**src/rtl/sprite_compositor.sv**
```systemverilog
// Two-stage VGA pixel compositor: fixed-priority solid sprites over background RGB,
// with per-sprite hit-flash counters and per-frame sprite-overlap detection.
module sprite_compositor #(
    parameter int NUM_SPRITES  = 2,
    parameter int SPRITE_W     = 120,
    parameter int SPRITE_H     = 180,
    parameter int COORD_W      = 10,
    parameter int COLOR_W      = 4,
    parameter int FLASH_FRAMES = 8,
    parameter int FLASH_CW     = 4
) (
    input  logic                             vga_clk,
    input  logic                             reset_n,
    input  logic                             frame_start,
    input  logic [COORD_W-1:0]               DrawX,
    input  logic [COORD_W-1:0]               DrawY,
    input  logic                             blank,
    input  logic [NUM_SPRITES*COORD_W-1:0]   sprite_x,
    input  logic [NUM_SPRITES*COORD_W-1:0]   sprite_y,
    input  logic [NUM_SPRITES-1:0]           sprite_en,
    input  logic [NUM_SPRITES*3*COLOR_W-1:0] sprite_rgb,
    input  logic [NUM_SPRITES-1:0]           hit,
    input  logic [COLOR_W-1:0]               bg_red,
    input  logic [COLOR_W-1:0]               bg_green,
    input  logic [COLOR_W-1:0]               bg_blue,
    output logic [COLOR_W-1:0]               Red,
    output logic [COLOR_W-1:0]               Green,
    output logic [COLOR_W-1:0]               Blue,
    output logic                             collide_frame,
    output logic [NUM_SPRITES-1:0]           flashing
);

    localparam int PIX_W = 3 * COLOR_W;
    localparam logic [COORD_W:0]    SW_L       = (COORD_W+1)'(SPRITE_W);
    localparam logic [COORD_W:0]    SH_L       = (COORD_W+1)'(SPRITE_H);
    localparam logic [FLASH_CW-1:0] FLASH_LOAD = FLASH_CW'(FLASH_FRAMES);

    logic [NUM_SPRITES-1:0]                on_d;
    logic [NUM_SPRITES-1:0][FLASH_CW-1:0]  flash_q, flash_d;
    logic [NUM_SPRITES-1:0]                flashing_q;

    logic [NUM_SPRITES-1:0]                on_p1_q;
    logic [NUM_SPRITES-1:0]                white_p1_q;
    logic [NUM_SPRITES-1:0][PIX_W-1:0]     rgb_p1_q;
    logic [PIX_W-1:0]                      bg_p1_q;
    logic                                  blank_p1_q;

    logic [PIX_W-1:0]                      pix_d, pix_p2_q;
    logic                                  ov_p1;
    logic                                  acc_q, acc_d;
    logic                                  collide_q, collide_d;

    // Differences are only taken when DrawX/DrawY >= origin, so a sprite never wraps past 0.
    always_comb begin
        on_d = '0;
        for (int i = 0; i < NUM_SPRITES; i++) begin
            on_d[i] = sprite_en[i]
                && (DrawX >= sprite_x[i*COORD_W +: COORD_W])
                && ({1'b0, DrawX - sprite_x[i*COORD_W +: COORD_W]} < SW_L)
                && (DrawY >= sprite_y[i*COORD_W +: COORD_W])
                && ({1'b0, DrawY - sprite_y[i*COORD_W +: COORD_W]} < SH_L);
        end
    end

    always_comb begin
        flash_d = flash_q;
        for (int i = 0; i < NUM_SPRITES; i++) begin
            if (hit[i]) begin
                flash_d[i] = FLASH_LOAD;
            end else if (frame_start && (flash_q[i] != '0)) begin
                flash_d[i] = flash_q[i] - 1'b1;
            end
        end
    end

    // Walk from lowest priority upward so the lowest-index sprite wins.
    always_comb begin
        pix_d = '0;
        if (blank_p1_q) begin
            pix_d = bg_p1_q;
            for (int i = NUM_SPRITES - 1; i >= 0; i--) begin
                if (on_p1_q[i]) begin
                    pix_d = white_p1_q[i] ? {PIX_W{1'b1}} : rgb_p1_q[i];
                end
            end
        end
    end

    always_comb begin
        ov_p1     = blank_p1_q && ($countones(on_p1_q) >= 2);
        acc_d     = acc_q | ov_p1;
        collide_d = collide_q;
        if (frame_start) begin
            collide_d = acc_q;
            acc_d     = ov_p1;
        end
    end

    always_ff @(posedge vga_clk or negedge reset_n) begin
        if (!reset_n) begin
            flash_q    <= '0;
            flashing_q <= '0;
            on_p1_q    <= '0;
            white_p1_q <= '0;
            rgb_p1_q   <= '0;
            bg_p1_q    <= '0;
            blank_p1_q <= 1'b0;
            pix_p2_q   <= '0;
            acc_q      <= 1'b0;
            collide_q  <= 1'b0;
        end else begin
            flash_q <= flash_d;
            for (int i = 0; i < NUM_SPRITES; i++) begin
                flashing_q[i] <= (flash_d[i] != '0);
                // Odd counter value implies nonzero: flash phase is simply bit 0.
                white_p1_q[i] <= flash_q[i][0];
            end
            // stage 1
            on_p1_q    <= on_d;
            rgb_p1_q   <= sprite_rgb;
            bg_p1_q    <= {bg_red, bg_green, bg_blue};
            blank_p1_q <= blank;
            // stage 2
            pix_p2_q   <= pix_d;
            acc_q      <= acc_d;
            collide_q  <= collide_d;
        end
    end

    assign Red           = pix_p2_q[3*COLOR_W-1 -: COLOR_W];
    assign Green         = pix_p2_q[2*COLOR_W-1 -: COLOR_W];
    assign Blue          = pix_p2_q[COLOR_W-1:0];
    assign collide_frame = collide_q;
    assign flashing      = flashing_q;

endmodule

```
**config.mk**
```make
export PLATFORM = sky130hd
export DESIGN_NAME = sprite_compositor
export DESIGN_NICKNAME = d
export VERILOG_FILES = /design/src/rtl/sprite_compositor.sv
export SDC_FILE = /design/constraint.sdc
export NUM_CORES = 1
export LEC_CHECK = 0
export CELL_PAD_IN_SITES_DETAIL_PLACEMENT = 1
export CELL_PAD_IN_SITES_GLOBAL_PLACEMENT = 2
export CORE_UTILIZATION = 30
export DETAILED_ROUTE_END_ITERATION = 8
export PLACE_DENSITY = 0.83
export SYNTH_ARGS = -nofsm -noshare
export SYNTH_HDL_FRONTEND = slang
export SYNTH_SLANG_ARGS = --single-unit
```
**constraint.sdc**
```tcl
create_clock -name vga_clk -period 3.3 [get_ports vga_clk]
set_input_delay 0.495 -clock vga_clk [delete_from_list [all_inputs] [get_ports vga_clk]]
set_output_delay 0.495 -clock vga_clk [all_outputs]
set_load 0.05 [all_outputs]
```
# Yosys cells after proc, flatten, opt, wreduce, memory -nomap -nowiden
# Index checks and enable logic that the tools add are counted.
# word_totals
in_bits	104
wordCells	54
output_inout_bits	15
ff_bits	65
# op_classes
addsub	7
order_cmp	9
bitwise	1
n_reduce_logical	15
muxes	10
# op_table
op	n
$mux 12	5
$ge 10x10->1	4
$sub 10x10->10	4
$lt 10x7->1 const B	2
$lt 10x8->1 const B	2
$mux 4	4
$reduce_bool 4->1	4
$logic_and 1x1->1	11
$sub 4x1->4 const B	2
$add 1x1->2	1
$ge 2x2->1 const B	1
$mux 1	1
$or 1x1->1	1

# Longest topological paths before layout
# logic_depth
word_depth	5
ltp_mapped	8
ltp_nobuf	8

# Least setup slack after synthesis
# Ideal clock, no wire load.
# synth_timing
path_type	input-to-reg
from	input port sprite_y[13]
to	register on_p1_q[1]
n_path_buf	0
arrival_ps	2056
t_required_ps	3169
slack_ps	1113
setup_time_ps	131
cell_stages	8
path_cell_list	inv_1 ha_1 a21oi_2 xor2_1 a311oi_1 or3b_1 a311oi_1 nor4_1
# synth_between
elab_chain_len	3
elab_cells_between_ends	5
classes_between	add/sub: 1; order compare: 2; reduce/logical: 2
# synth_lines
element	line	rtl
start: declaration	19	input logic [NUM_SPRITES*COORD_W-1:0] sprite_y,
$sub 10x10->10 / $ge 10x10->1 (equally long branches)	61, 60	
$lt 10x8->1 / $logic_and 1x1->1 (equally long branches)	61, 60	
$logic_and 1x1->1 *	61	&& ({1'b0, DrawY - sprite_y[i*COORD_W +: COORD_W]} < SH_L);
net on_d[1]	38	logic [NUM_SPRITES-1:0] on_d;
end signal: assignment	119	on_p1_q <= on_d;
end: declaration	42	logic [NUM_SPRITES-1:0] on_p1_q;
# Mark *: on every way through the listed nets, which the timed path passes. The rest lies on a longest branch.
# A chain may end at the register's enable or synchronous reset.

# Worst setup path after layout
# layout_timing
from	input port sprite_y[3]
to	register on_p1_q[0]
# The elaborated chain is that of the path after synthesis.

==> results.md <==
* Status: complete, no violations
* H-tree depth at 3
* Post-route minimum period at 2.58 ns
* Synth-to-Final Area Change at 45.0%
* Vias in the first global route at 3607
* Num CTS Buffers at 9
* Remaining Overflow, GRT at 0
* IO Pins at 119
* Max FO, Critical Path at 6
* Drt total wl at 10400 um
* Routed vias at 3302
* Worst setup SP type: primary input
* Die Wd at 114 um
* Pins Over Slew Limit at 0
* Die Y at 114 um
* First-pass DRT Iterations at 4
* Fin crit share at 78.1%
* Worst-margin pin slew at 0.578 ns
* Clock tree root buffer cell: clkbuf_16
* Synth unique cells at 54
* Lkg Pwr at 2.45 nW
* Clock sink count at 65
* Multi-input gate area at 1930 um^2
* Worst EP required at 3.49 ns
* Syn Nets at 534
* PostCTS Resize Cnt at 0
* FP Rows at 40
* Die area at 13000 um^2
* Power share of the clock group at 38.6%
* Layout cells sized above 1 at 5.38%
* Largest net degree at the start of global routing at 30
* Clock Latency Late Sink at 0.32 ns
* Antenna violations before repair at 1
* Pwr Total at 2.49 mW
* Worst-path clk slew at 0.05 ns
* Via/cell ratio at 4.80
* FILL cells at 1390
* Combinational power share at 25.1%
* Port bufs at 118
* Final WS setup at 0.721 ns
* Clock tree buffer depth at 2
* Critical Path AT at 2.77 ns
* Fin Setup TNS at 0 ns
* Setup CP Type: primary input to flip-flop
* Sw Share at 27.0%
* Syn Area/Cell at 9.74 um^2
* Post-DP HPWL at 8330 um
* Ys async rst share at 100%
* Final setup viols at 0
* Power Density at 454 nW/um^2
* # DRC at 0
* GR Util All Layers at 16.8%
* F_max at 388 MHz
* Unrepaired setup endpoints after global routing: false
* N_diodes at 0
* Fin. Hold Viols at 0
* Worst VDD drop at 0.213 mV
* Post-CTS Setup Bufs at 0
* Syn Inst Count at 388
* Initial Util at 31.1%
* TritonCTS clock tree: done
* Hold Buf Count CTS at 0
* CP Capture Type: flip-flop
* Sw power at 0.671 mW
* Global-route wire length before repair at 17100 um
* #FFs+latches synth at 65
* Int Power at 1.82 mW
* Nets at 661
* Synth Warn # at 0
* Hold Crit Class: primary input to asynchronous set/reset pin
* Register area share after synthesis at 43.0%
* Max-Cap Viols at 0
* Top FF cell, synth: dfrtp_1
* Post-synth EDFFs at 0
* Final Skew at 0.00677 ns
* Placer Congestion at 0.777
* Routed WL per cell at 15.0 um
* DR iter-0 viols at 101
* Worst rel slew slack at 61.5%
* Worst hold margin at 0.0945 ns
* Sequential share of power at 36.3%
* Core Area at 12200 um^2
* Worst slack, placed at 0.406 ns
* Area of the mapped netlist at 3780 um^2
* DRT antenna net count at 0
* FF+latch area at 1630 um^2
-- cell usage after synthesis, types with 3 or more instances --
| cell type | count | area, um^2 |
|---|---|---|
| a21o_1 | 3 | 22.5 |
| or2_2 | 3 | 18.8 |
| a31oi_1 | 3 | 18.8 |
| nand3_1 | 7 | 35.0 |
| nor2_1 | 20 | 75.1 |
| xor2_1 | 6 | 52.6 |
| mux2i_1 | 3 | 30.0 |
| inv_1 | 54 | 203 |
| o21a_1 | 11 | 82.6 |
| nor2b_1 | 6 | 37.5 |
| o211ai_1 | 3 | 22.5 |
| dfrtp_1 | 65 | 1630 |
| and3_1 | 3 | 18.8 |
| a311oi_1 | 3 | 26.3 |
| xnor2_1 | 7 | 61.3 |
| nand2_1 | 12 | 45.0 |
| o21ai_0 | 25 | 125 |
| nor4_1 | 5 | 31.3 |
| o22ai_1 | 12 | 75.1 |
| a21oi_1 | 32 | 160 |
| nand4_1 | 3 | 18.8 |
| nand2b_1 | 9 | 56.3 |
| clkbuf_1 | 5 | 18.8 |
| nor3_1 | 8 | 40.0 |
| or3_1 | 3 | 18.8 |
| ha_1 | 42 | 526 |
-- logic make-up (layout without fill, tap and decap cells) --
logic type / count (synthesis) / after routing / synth area share (%)
compound gates: 116 / 116 / 20.5
xor+xnor: 13 / 13 / 3.01
fa+ha+maj: 42 / 42 / 13.9
buf+inv: 59 / 191 / 5.86
flops: 65 / 65 / 43.0
mux: 4 / 4 / 1.09
simple gates: 89 / 89 / 12.6
-- state kept, by name (all words and copies together) (netlist names) --
name and count:
rgb_p1_q 24, bg_p1_q 12, pix_p2_q 12, flash_q 8, flashing 2, on_p1_q 2, white_p1_q 2, acc_q 1
blank_p1_q 1, collide_frame 1
-- worst max-delay path: stages --
cell and delay [ns]:
clkdlybuf4s50_1 0.46, inv_1 0.04, ha_1 0.36, a211o_1 0.35
and2_4 0.18, o21ai_0 0.33, a21oi_1 0.12, a311oi_1 0.34
nor4_1 0.10
-- layout by cell type, fill, tap and decap left out, drive strengths merged, types with 4 or more instances in the layout --
cell           instances
nor2b                  6
nand2b                 9
o22ai                 12
xnor2                  7
ha                    42
nand3                  7
buf                    4
nor2                  20
o21a                  11
clkdlybuf4s50        117
a21oi                 33
nor4                   5
nor3                   8
nand2                 12
clkbuf                14
o21ai                 25
dfrtp                 65
xor2                   6
inv                   54
-- through the flow --
stage               cell area [um^2]  utilization, %  cells
finish                          5480            45.0    688
detailed placement              5170            42.5    672
floorplan                       3780               -    388
global placement                5170            42.5    672
CTS                             5480            45.0    688
global route                    5480            45.0    688
-- per-layer routing --
layer	vias to the layer above	GRT usage, %	share of wire (%)
met1	1560	20.2	43
met2	93	29.3	49
li1	1637	-	-
met5	-	0	0
met3	12	3.92	5.7
met4	0	6.32	1.4
-- layout make-up --
cell class,count,area share (%)
flip-flops and latches,65,29.7
clock buffers,14,5.00
well taps,168,3.84
clock inverters,2,0.640
inverters,54,3.70
multi-input cells,264,35.2
repair buffers,121,21.9
-- power groups by stage --
stage          clock network (mW)  logic [mW]  registers, mW
2_1_floorplan                   0       0.322          0.956
3_3_place_gp                    0       0.606          0.915
3_5_place_dp                    0       0.626          0.917
4_1_cts                     0.990       0.632          0.904
5_1_grt                      1.01       0.695          0.910
6_report                    0.962       0.625          0.903
-- path summary, 6_finish.rpt --
check,startpoint,cells past startpoint,slack [ns],end
max in group asynchronous,reset_n,2,2.48,collide_frame
min,reset_n,1,0.09,rgb_p1_q[1]
min in group vga_clk,flash_q[4],0,0.41,white_p1_q[1]
max,sprite_y[3],9,0.72,on_p1_q[0]
min reg2reg,flash_q[4],0,0.41,white_p1_q[1]
max reg2reg,flash_q[4],8,1.25,flashing[1]
No activity file was read; power rests on OpenSTA's default activity.
